`config.mk`:
```
export PLATFORM = sky130hd
export DESIGN_NAME = d_reg_using_t
export DESIGN_NICKNAME = d
export VERILOG_FILES = /design/src/rtl/d_reg_using_t.sv
export SDC_FILE = /design/constraint.sdc
export NUM_CORES = 1
export LEC_CHECK = 0
export CAP_MARGIN = 30
export CORE_MARGIN = 2
export CORE_UTILIZATION = 45
export DETAILED_ROUTE_END_ITERATION = 16
export GPL_TIMING_DRIVEN = 0
export PLACE_DENSITY = 0.78
export SYNTH_ARGS = -nofsm -noshare
export SYNTH_HDL_FRONTEND = slang
export SYNTH_SLANG_ARGS = --single-unit
```
`constraint.sdc`:
```
create_clock -name clk -period 3.44 [get_ports clk]
set_input_delay 0.516 -clock clk [delete_from_list [all_inputs] [get_ports clk]]
set_output_delay 0.516 -clock clk [all_outputs]
set_load 0.05 [all_outputs]
```
`src/rtl/d_reg_using_t.sv`:
```
// d_reg_using_t: D register built from toggle cells (T = D ^ Q) with switching-activity counters
module d_reg_using_t #(
  parameter int WIDTH = 8,
  parameter int CNT_W = 16
) (
  input  logic             clk,
  input  logic             rst_n,
  input  logic [WIDTH-1:0] d,
  input  logic             en,
  input  logic             clr,
  input  logic             clr_stats,
  output logic [WIDTH-1:0] q,
  output logic [WIDTH-1:0] t_last,
  output logic             changed,
  output logic [CNT_W-1:0] toggle_cnt,
  output logic [CNT_W-1:0] load_cnt,
  output logic             cnt_sat
);
  logic [WIDTH-1:0] t_next;
  logic [CNT_W:0]   pop, sum;
  always_comb begin
    t_next = clr ? q : (en ? d ^ q : '0);
    pop = '0;
    for (int k = 0; k < WIDTH; k++) pop += (CNT_W+1)'(t_next[k]);
    sum = {1'b0, toggle_cnt} + pop;
  end
  always_ff @(posedge clk or negedge rst_n)
    if (!rst_n) begin
      q          <= '0;
      t_last     <= '0;
      changed    <= 1'b0;
      toggle_cnt <= '0;
      load_cnt   <= '0;
      cnt_sat    <= 1'b0;
    end else begin
      q       <= q ^ t_next;
      t_last  <= t_next;
      changed <= |t_next;
      // a stats clear discards this edge's increments
      toggle_cnt <= clr_stats ? '0 : (sum[CNT_W] ? '1 : sum[CNT_W-1:0]);
      cnt_sat    <= !clr_stats && (cnt_sat || sum[CNT_W]);
      load_cnt   <= clr_stats ? '0 : load_cnt + CNT_W'(en && !clr);
    end
endmodule
```
# After elaboration in Yosys (flattened, before gate mapping)
# Cells that the tools add are included.
[word_totals]
elab_cells = 28
out_inout_bits = 50
ff_bits = 50
inputBits = 13
[classes]
muxes = 5
n_addsub = 9
reduce_logical = 6
bitwise_logic = 2
[op_table]
columns = ["operator", "n"]
rows = [
  ["$mux W16", 3],
  ["$add A16 B8 Y17", 1],
  ["$add A16 B1 Y16", 1],
  ["$mux W8", 2],
  ["$xor A8 B8 Y8", 2],
  ["$add A7 B1 Y8", 1],
  ["$reduce_or A8 Y1", 1],
  ["$add A6 B1 Y7", 1],
  ["$add A5 B1 Y6", 1],
  ["$add A4 B1 Y5", 1],
  ["$add A3 B1 Y4", 1],
  ["$add A2 B1 Y3", 1],
  ["$add A1 B1 Y2", 1],
  ["$logic_and A1 B1 Y1", 2],
  ["$logic_not A1 Y1", 2],
  ["$logic_or A1 B1 Y1", 1],
]

# Depth between registers and ports, before layout
# Gate-level depths: netlist of the first run.
[logic_depth]
depth_word = 13
ltp_mapped = 16
ltp_nobuf = 15

# Least setup slack after synthesis of the first run
# OpenSTA, ideal clock, no wires.
[synth_timing]
path_kind = "in2reg"
startpoint = "input port clr"
endpoint = "register toggle_cnt[10]"
path_slack_ns = -0.609
t_required_ns = 3.296
cell_stages = 14
setup_ns = 0.144
t_arrival_ns = 3.905
n_path_buf = 2
path_cell_list = "buf_2 > clkbuf_1 > a22oi_1 > fa_1 > fa_1 > fa_1 > fa_1 > inv_1 > fa_1 > nand3_1 > a21boi_4 > and4_1 > xnor2_1 > a21oi_1"
[synth_via]
elab_chain_cells = 11
[synth_rtl]
columns = ["element", "line", "text"]
rows = [
  ["start: declaration", "10", "input logic clr,"],
  ["$mux W8 (*)", "22", "t_next = clr ? q : (en ? d ^ q : '0);"],
  ["$add A1 B1 Y2", "24", "for (int k = 0; k < WIDTH; k++) pop += (CNT_W+1)'(t_next[k]);"],
  ["$add A2 B1 Y3", "24", ""],
  ["$add A3 B1 Y4", "24", ""],
  ["$add A4 B1 Y5", "24", ""],
  ["$add A5 B1 Y6", "24", ""],
  ["$add A6 B1 Y7", "24", ""],
  ["$add A7 B1 Y8 (*)", "24", ""],
  ["$add A16 B8 Y17 (*)", "25", "sum = {1'b0, toggle_cnt} + pop;"],
  ["$mux W16 (*) (2 in a row)", "40", "toggle_cnt <= clr_stats ? '0 : (sum[CNT_W] ? '1 : sum[CNT_W-1:0]);"],
  ["end signal: assignment", "40", ""],
  ["end: declaration", "15", "output logic [CNT_W-1:0] toggle_cnt,"],
]
# Every way passes the cells marked *; elsewhere a longest branch is shown, timed or not.

# Worst setup path after layout of the first run
[layout_timing]
startpoint = "input port clr"
endpoint = "register toggle_cnt[14]"
[layout_via]
elab_cells_between_ends = 11
cone_classes = "add/sub (8); mux (3)"
[layout_rtl]
columns = ["element", "line", "text"]
rows = [
  ["$mux W8", "22", ""],
  ["named net t_next[2]", "19", "logic [WIDTH-1:0] t_next;"],
  ["$add A2 B1 Y3", "24", ""],
  ["$add A3 B1 Y4", "24", ""],
  ["$add A4 B1 Y5", "24", ""],
  ["$add A5 B1 Y6", "24", ""],
  ["$add A6 B1 Y7", "24", ""],
  ["$add A7 B1 Y8", "24", ""],
  ["$add A16 B8 Y17", "25", ""],
  ["$mux W16 (2 in a row)", "40", ""],
]
# The timed path passes the listed nets, and every way through them passes these cells.

==> impl_metrics.toml, run 1 <==
[floorplanning]
die_area_mm2 = 0.00645
ios = 63
die_h_um = 80.3
fp.coreArea_mm2 = 0.00557
row_count = 27
die_w_um = 80.3
initial_utilization = 0.470

[clock_network]
h-tree-depth = 2
cts_hold_buf = 0
clkSlewWorstSetupHoldPaths_ns = 0.09
cts_buffers = 5
insertion_delay_ns = 0.31
cts-root-buf = "clkbuf_8"
cts_tree = "done"
clock_sinks = 50
clk_path_buf_depth = 2

[global_route]
grt_start_max_net_pins = 27
gr-total-overflow = 0
antenna_found_initial = 0
grtUsageTotal = 0.198
grt_pass1_wl_um = 9690
grt_pass1_vias = 2027

[synth]
ys.flop_type = "dfrtp_1"
synth_nets = 270
yosysUniqueCellTypes = 40
syn_avg_cell_area_um2 = 10.7
yosysWarnings = 0
synth_edf_count = 0
postSynthCellCount = 244
ys_seq_elements = 50
ys_async_sr_fraction = 1.00
seq_area_frac_synth = 0.478
netlist_area_mm2 = 0.00262

[detailed_routing]
vias_per_cell = 5.17
detail_route.iter0.violations = 76
drt.antenna.violating_nets = 0
drt_pass1_iterations = 4
post_drt_wl_per_cell_um = 14.7
drcViolationCount = 0
vias = 2072
routed_wirelength_um = 5880

[cells_and_area]
final_area_mm2 = 0.00367
drive_above_1_share = 0.188
antenna_cells = 0
syn_to_final_growth_pct = 40.2
final_core_util = 0.659
fin_cells = 401
final_nets = 354

[setup_path]
cp.arrival_ns = 4.13
crit_fanout = 7
path_class = "in2reg"
crit_path_start_kind = "input pin"
endpoint_kind = "flop"
crit_required_ns = 3.61

[pwr]
total_leakage_power_nw = 1.62
finalPower_mw = 1.53
power_density_mw_per_mm2 = 417
peakVddDrop_mv = 0.288

[timing]
final_max_slew_viol_count = 0
fmaxAchievable_mhz = 252
post-route-period-util = 1.15
finalClockSkew_ns = 0.00992
hold_viol_final = 0
max_slew_margin = 0.578
rsz0062_at_grt = "true"
worstMarginPinSlew_ns = 0.633
whs_ns = 0.218
period_needed_ns = 3.97
setup_viol = 17
fin_ws_ns = -0.526

[place]
numPlacedInstances = 378
dp.final_hpwl_um = 4250
place_area_mm2 = 0.00339
routabilityCongestion = 0.796
portBuffers = 61

[run]
maxCapViolCount = 0

[hold_path]
hold_class = "in2async"

[run_status]
violations = "negative setup slack"
run_status = "finished with violations"
## cell usage after synthesis, types with 7 or more instances
cell | instances | area [µm²]
nand3_1 | 8 | 40.0
dfrtp_1 | 50 | 1250
nor2_1 | 22 | 82.6
a21oi_1 | 13 | 65.1
xor2_1 | 16 | 140
ha_1 | 8 | 100
inv_1 | 16 | 60.1
mux2i_1 | 13 | 130
nand2b_1 | 7 | 43.8
nand2_1 | 10 | 37.5
o21ai_0 | 11 | 55.1
a21oi_2 | 7 | 61.3
## layout by cell type (no fill, tap or decap), types with 7 or more instances in the layout
cell / n
o21ai_0: 11
nand3_1: 7
a21oi_1: 10
nor2_1: 22
a21oi_2: 10
dfrtp_1: 49
inv_1: 15
nand2_1: 10
xor2_1: 16
clkdlybuf4s50_1: 57
buf_4: 13
ha_1: 8
clkbuf_8: 9
mux2i_1: 13
## registers in the layout, summed over array words and instances (netlist names)
signal / flops
t_last: 8
changed: 1
q: 8
cnt_sat: 1
load_cnt: 16
toggle_cnt: 16
## critical path: stages
cell and delay (ns):
buf_8 0.10, buf_8 0.12, nand2b_4 0.13, mux2i_1 0.13, a22o_1 0.18, inv_1 0.06
fa_1 0.45, fa_1 0.52, fa_1 0.45, fa_2 0.37, inv_2 0.06, fa_2 0.22
nand3_4 0.09, a21boi_4 0.27, buf_4 0.16, buf_6 0.08, and4_4 0.19, nor3_2 0.04
## path summary, 6_finish.rpt
kind                            depth (start not counted)  slack, ns     from              to
worst max-delay path                                   18      -0.53      clr  toggle_cnt[14]
min in group clk                                        2       0.54  cnt_sat         cnt_sat
max in group asynchronous                               2       2.68    rst_n   toggle_cnt[9]
worst min-delay path                                    1       0.22    rst_n    load_cnt[10]
worst max register to register                         15      -0.44     q[2]  toggle_cnt[14]
worst min register to register                          2       0.54  cnt_sat         cnt_sat
## logic make-up after synthesis
family                     share of synthesized area
AOI/OAI and AO/OA                              0.113
xor gates and xnor gates                      0.0702
adders and majority gates                     0.0764
buffers and inverters                         0.0387
DFF                                            0.478
muxes                                         0.0540
and+or+nand+nor                                0.170
## cell type report
| type | count | area (µm²) |
|---|---|---|
| sequential | 50 | 1250 |
| multi-input combinational | 170 | 1330 |
| inverter | 16 | 60.1 |
| timing repair buffer | 77 | 763 |
| buffer | 8 | 65.1 |
| tap | 72 | 90.1 |
| clock buffer | 8 | 110 |
| fill | 433 | 1900 |
## per-stage QoR
stage,TNS [ns],setup WS (ns)
6_report,-8.30,-0.526
5_1_grt,-10.63,-0.662
4_1_cts,-8.52,-0.558
3_5_place_dp,-25.45,-1.57
3_3_place_gp,-23.75,-1.47
2_1_floorplan,-7.48,-0.519
## repair_timing
item / 4_1_cts / 5_1_grt
buffers inserted: 9 / 5
endpoints found under the setup margin: 17 / 17
resized for setup: 14 / 6
pin swaps: 16 / 10
gates cloned: 0 / 1
## layer usage
layer,up-vias,GRT usage,routed length [µm]
met5,-,0,0
met4,0,0.0559,86
met3,7,0.0461,194
met2,35,0.336,3010
met1,1027,0.251,2590
li1,1003,-,-
## power by group
part / internal [mW] / total (mW) / switching [mW]
combinational: 0.200 / 0.502 / 0.302
sequential: 0.619 / 0.638 / 0.0191
clock: 0.203 / 0.391 / 0.188
Note: power is estimated with default switching activity, not from simulation.
==> run 2, diff against run 1 <==
--- a/config.mk
+++ b/config.mk
@@ -6,11 +6,10 @@
 export NUM_CORES = 1
 export LEC_CHECK = 0
 export CAP_MARGIN = 30
-export CORE_MARGIN = 2
 export CORE_UTILIZATION = 45
 export DETAILED_ROUTE_END_ITERATION = 16
 export GPL_TIMING_DRIVEN = 0
-export PLACE_DENSITY = 0.78
+export PLACE_DENSITY = 0.76
 export SYNTH_ARGS = -nofsm -noshare
 export SYNTH_HDL_FRONTEND = slang
 export SYNTH_SLANG_ARGS = --single-unit
==> run 2 against run 1 <==
Against the previous run: the flow still finishes with violations (negative setup slack); core utilization shrank 0.40 points; flip-flop and latch count is the same; register-to-register slack lost 0.03 ns; worst hold slack lost 0.036 ns; critical path type unchanged; critical endpoint unchanged; largest cell class unchanged; highest routed layer unchanged.
==> impl_metrics.toml, run 2 (synthesis results as in run 1) <==
[timing]
worstMarginPinSlew_ns = 0.675
fin_ws_ns = -0.556
post-route-period-util = 1.16
hold_viol_final = 0
final_max_slew_viol_count = 0
fmaxAchievable_mhz = 250
setup_tns_ns = -8.71
rsz0062_at_grt = "true"
whs_ns = 0.182
period_needed_ns = 4.00
finalClockSkew_ns = 0.0116
max_slew_margin = 0.550
setup_viol = 17

[global_route]
met2_usage = 0.346
grt_pass1_vias = 2040
grt_pass1_wl_um = 9640
busiest_layer = "met2"
gr-total-overflow = 0
grtUsageTotal = 0.205
antenna_found_initial = 0
grt.met3_usage = 0.0314
grt_start_max_net_pins = 29
grt.met1_usage = 0.275

[detailed_routing]
vias = 2086
detail_route.iter0.violations = 87
drcViolationCount = 0
drt_pass1_iterations = 4
drt.antenna.violating_nets = 0
routed_wirelength_um = 5990
vias_per_cell = 5.23
post_drt_wl_per_cell_um = 15.0

[clock_network]
cts-root-buf = "clkbuf_8"
cts_tree = "done"
h-tree-depth = 2
clk_path_buf_depth = 2
clock_sinks = 50
clkSlewWorstSetupHoldPaths_ns = 0.09
insertion_delay_ns = 0.30
cts_hold_buf = 0
cts_buffers = 5

[cells_and_area]
syn_to_final_growth_pct = 39.3
regArea_mm2 = 0.00125
fin_cells = 399
reg.largest.list = "load_cnt: 16 flops, toggle_cnt: 16 flops"
drive_above_1_share = 0.190
antenna_cells = 0
final_nets = 352
fill_cells = 462
final_cell_mix = "clkdlybuf4s50_1, dfrtp_1, nor2_1"
layout_commonest_cell = "clkdlybuf4s50_1"
multiInputGateArea_mm2 = 0.00133

[run_status]
violations = "negative setup slack"
run_status = "finished with violations"

[setup_path]
cpMaxStageDelayCell = "fa_1"
cp.buffers_inverters = 6
path_cells = "buf_8, buf_8, nand2b_4, mux2i_1, a22o_1, inv_2, fa_1, fa_1, fa_1, fa_2, inv_2, fa_2, nand3_4, a21boi_4, buf_4, buf_6, and4_4, nor3_1"
cp.arrival_ns = 4.15
crit_top_cell = "fa_1"
regToRegSetupSlack_ns = -0.47
worstRegToRegCells = 15
crit_family = "adder cells"
crit_fanout = 6
r2r_start = "q[2]"
critPathMaxStageDelay_ns = 0.54
path_class = "in2reg"
timing.rr.end = "toggle_cnt[14]"
crit_path_start_kind = "input pin"
endpoint_kind = "flop"
crit_required_ns = 3.60

[place]
place_ws_ns = -1.59
dp.final_hpwl_um = 4280
numPlacedInstances = 378
portBuffers = 61
routabilityCongestion = 0.789

[run]
maxCapViolCount = 0

[floorplanning]
die_area_mm2 = 0.00613
ios = 63
fp.coreArea_mm2 = 0.00557
die_h_um = 78.3
row_count = 27
die_w_um = 78.3
initial_utilization = 0.470

[pwr]
total_leakage_power_nw = 1.60
power_density_mw_per_mm2 = 410
peakVddDrop_mv = 0.308

[hold_path]
hold_class = "in2async"
==> run 2: worst register-to-register path, stage by stage, from the launching register on <==
cell      delay (ns)
dfrtp_2         0.40
mux2i_1         0.21
a22o_1          0.19
inv_2           0.04
fa_1            0.44
fa_1            0.54
fa_1            0.44
fa_2            0.36
inv_2           0.06
fa_2            0.23
nand3_4         0.10
a21boi_4        0.27
buf_4           0.16
buf_6           0.09
and4_4          0.18
nor3_1          0.05
==> run 2: metrics by stage <==
stage / instance area (µm²) / util / total power [mW]
finish: 3650 / 0.655 / 1.50
global route: 3650 / 0.655 / 1.58
CTS: 3570 / 0.640 / 1.49
detailed placement: 3390 / 0.607 / 1.12
global placement: 3370 / 0.605 / 1.10
floorplan: 2670 / - / 0.967
==> run 2: report_power, final <==
group	internal [mW]	switching [mW]	leakage, nW
logic	0.203	0.305	0.878
registers	0.619	0.0196	0.677
clock network	0.163	0.188	0.0482
total	0.985	0.512	1.60
==> run 2: how the worst max path moves through the flow <==
| stage | startpoint | end | depth (start not counted) |
|---|---|---|---|
| after global placement | clr | toggle_cnt[10] | 15 |
| after floorplan | clr | toggle_cnt[10] | 16 |
| after CTS | clr | toggle_cnt[10] | 17 |
| after global routing | clr | toggle_cnt[10] | 17 |
| final | clr | toggle_cnt[14] | 18 |
| after detailed placement | clr | toggle_cnt[10] | 15 |
==> run 2: cell type report <==
cell class,instances,area share
Timing Repair Buffer,75,0.206
Sequential cell,50,0.343
Clock buffer,7,0.0237
Multi-Input combinational cell,170,0.366
Inverter,16,0.0165
Buffer,8,0.0192
Tap cell,72,0.0247
Clock inverter,1,0.00137
==> run 2: per-layer routing <==
| metal | wire length [µm] | vias to the layer above |
|---|---|---|
| met2 | 3060 | 41 |
| li1 | - | 1006 |
| met1 | 2690 | 1034 |
| met3 | 189 | 5 |
| met5 | 0 | - |
| met4 | 58 | 0 |
==> run 2: what timing repair did <==
item / 4_1_cts / 5_1_grt
pin swaps: 15 / 7
resized for setup: 17 / 8
setup endpoints to repair: 17 / 17
hold endpoints to repair: 0 / 0
gates cloned: 0 / 1
setup buffers: 8 / 4
==> run 3, diff against run 2 <==
--- a/config.mk
+++ b/config.mk
@@ -6,10 +6,11 @@
 export NUM_CORES = 1
 export LEC_CHECK = 0
 export CAP_MARGIN = 30
-export CORE_UTILIZATION = 45
+export CELL_PAD_IN_SITES_DETAIL_PLACEMENT = 1
+export CELL_PAD_IN_SITES_GLOBAL_PLACEMENT = 2
+export CORE_UTILIZATION = 28
 export DETAILED_ROUTE_END_ITERATION = 16
-export GPL_TIMING_DRIVEN = 0
-export PLACE_DENSITY = 0.76
+export PLACE_DENSITY_LB_ADDON = 0.1
 export SYNTH_ARGS = -nofsm -noshare
 export SYNTH_HDL_FRONTEND = slang
 export SYNTH_SLANG_ARGS = --single-unit
==> run 3 against run 2 <==
Against the previous run: the run still ends with negative setup slack left; die area grew 59%; final area grew 0.72%; non-clock buffer count grew 5; worst hold slack gained 0.14 ns; register-to-register slack gained 0.12 ns; clock power grew 3%; via count grew 0.53%; fmax grew 5.1%; combinational power grew 4.1%; routed wire length grew 12%; sequential share of layout area shrank 0.25 points; largest cell class unchanged; largest power group unchanged.
==> impl_metrics.toml, run 3 (synthesis results as in run 1) <==
[run_status]
run_status = "finished with violations"
violations = "negative setup slack"

[detailed_routing]
drt.antenna.violating_nets = 0
drt_pass1_iterations = 3
vias = 2097
detail_route.iter0.violations = 62
highest_layer = "met4"
vias_per_cell = 4.77
routed_wirelength_um = 6680
met1_length_um = 3210
post_drt_wl_per_cell_um = 15.2
drcViolationCount = 0
dr_wl_met3_um = 252
route.met2.wl_um = 3170

[cells_and_area]
fin_cells = 440
drive_above_1_share = 0.205
layout_commonest_cell = "clkdlybuf4s50_1"
reg.largest.list = "load_cnt: 16 flops, toggle_cnt: 16 flops"
final_nets = 357
antenna_cells = 0
syn_to_final_growth_pct = 40.3
final_cell_mix = "clkdlybuf4s50_1, dfrtp_1, buf_4"

[clock_network]
cts_buffers = 5
clkSlewWorstSetupHoldPaths_ns = 0.09
insertion_delay_ns = 0.30
cts_tree = "done"
cts-root-buf = "clkbuf_8"
cts_hold_buf = 0
h-tree-depth = 2
clk_path_buf_depth = 2
clock_sinks = 50

[floorplanning]
die_w_um = 98.7
die_area_mm2 = 0.00974
initial_utilization = 0.295
row_count = 34
die_h_um = 98.7
ios = 63
fp.coreArea_mm2 = 0.00889

[timing]
period_needed_ns = 3.80
post-route-period-util = 1.11
finalClockSkew_ns = 0.00608
worstMarginPinSlew_ns = 0.937
final_max_slew_viol_count = 0
max_slew_margin = 0.374
fmaxAchievable_mhz = 263
fin_ws_ns = -0.361
rsz0062_at_grt = "true"
hold_viol_final = 0
setup_viol = 17

[pwr]
finalPower_mw = 1.53
total_leakage_power_nw = 1.62
peakVddDrop_mv = 0.225
power_density_mw_per_mm2 = 417

[global_route]
grtUsageTotal = 0.147
grt_pass1_vias = 2178
gr-total-overflow = 0
grt_pass1_wl_um = 11300
grt_start_max_net_pins = 37
antenna_found_initial = 0

[place]
numPlacedInstances = 429
dp.final_hpwl_um = 4970
routabilityCongestion = 0.719
place_ws_ns = -1.09
portBuffers = 62

[setup_path]
cp.arrival_ns = 4.00
crit_required_ns = 3.64
critPathMaxStageDelay_ns = 0.49
path_class = "in2reg"
cpMaxStageDelayCell = "clkdlybuf4s50_1"
cp.buffers_inverters = 3
crit_family = "adder cells"
endpoint_kind = "flop"
path_cells = "clkdlybuf4s50_1, mux2_2, a22o_1, inv_1, fa_1, fa_1, fa_2, inv_2, fa_2, nand3_4, a21boi_4, and3_4, a31oi_1, o21a_1"
crit_path_start_kind = "input pin"
crit_fanout = 5

[run]
maxCapViolCount = 0

[hold_path]
hold_class = "in2async"
-- run 3: changes by cell type in the layout (fill, tap and decap cells not counted), moves of 2 or more --
cell      delta
buf_4       +15
a21oi_1      +2
buf_6        -2
a21oi_2      -2
clkbuf_1     -2
buf_8        -2
-- run 3: area by class of cell --
cell class	count	area, µm²
repair buffers	88	811
inverters	16	60.1
well taps	108	135
clock buffers	7	86.3
multi-input cells	170	1330
fillers	991	5220
clock inverters	1	5.00
flip-flops and latches	50	1250
-- run 3: final timing paths --
check	slack, ns	end	from	cells past startpoint
setup / recovery	-0.36	toggle_cnt[12]	d[7]	14
hold / removal	0.33	toggle_cnt[12]	rst_n	1
setup reg to reg	-0.35	toggle_cnt[12]	q[2]	14
hold reg to reg	0.54	cnt_sat	cnt_sat	2
max in group asynchronous	2.37	load_cnt[13]	rst_n	2
min in group clk	0.53	q[2]	d[2]	3
-- run 3: per-layer routing --
metal / vias to the layer above / GRT usage
met4: 0 / 0.0379
met3: 4 / 0.0362
li1: 1008 / -
met5: - / 0
met2: 37 / 0.236
met1: 1048 / 0.199
-- run 3: per-stage QoR --
| stage | area [µm²] | hold WS, ns | setup TNS, ns | util |
|---|---|---|---|---|
| after floorplan | 2670 | 0.220 | -7.48 | - |
| after global placement | 3550 | 0.508 | -16.77 | 0.400 |
| after detailed placement | 3550 | 0.516 | -17.56 | 0.400 |
| after CTS | 3670 | 0.352 | -6.71 | 0.412 |
| after global routing | 3670 | 0.385 | -7.72 | 0.413 |
| final | 3670 | 0.327 | -5.31 | 0.413 |
-- run 3: where the power goes --
part           total (mW)  switching [mW]  internal (mW)
combinational       0.529           0.307          0.223
clock               0.361           0.198          0.163
sequential          0.641          0.0219          0.619
-- run 3: repair_timing --
item / 4_1_cts / 5_1_grt
pin swaps: 14 / 10
setup endpoints to repair: 17 / 17
buffers inserted: 3 / 0
resized for setup: 14 / 1
-- run 3: worst reg2reg max path: cells and delay by family (launching register included) --
| kind | cells | cell delay, ns |
|---|---|---|
| adder cells (fa/ha/maj) | 5 | 1.96 |
| buffers and inverters | 3 | 0.28 |
| flip-flops | 1 | 0.42 |
| AO/OA/AOI/OAI | 4 | 0.71 |
| AND/OR/NAND/NOR | 2 | 0.32 |
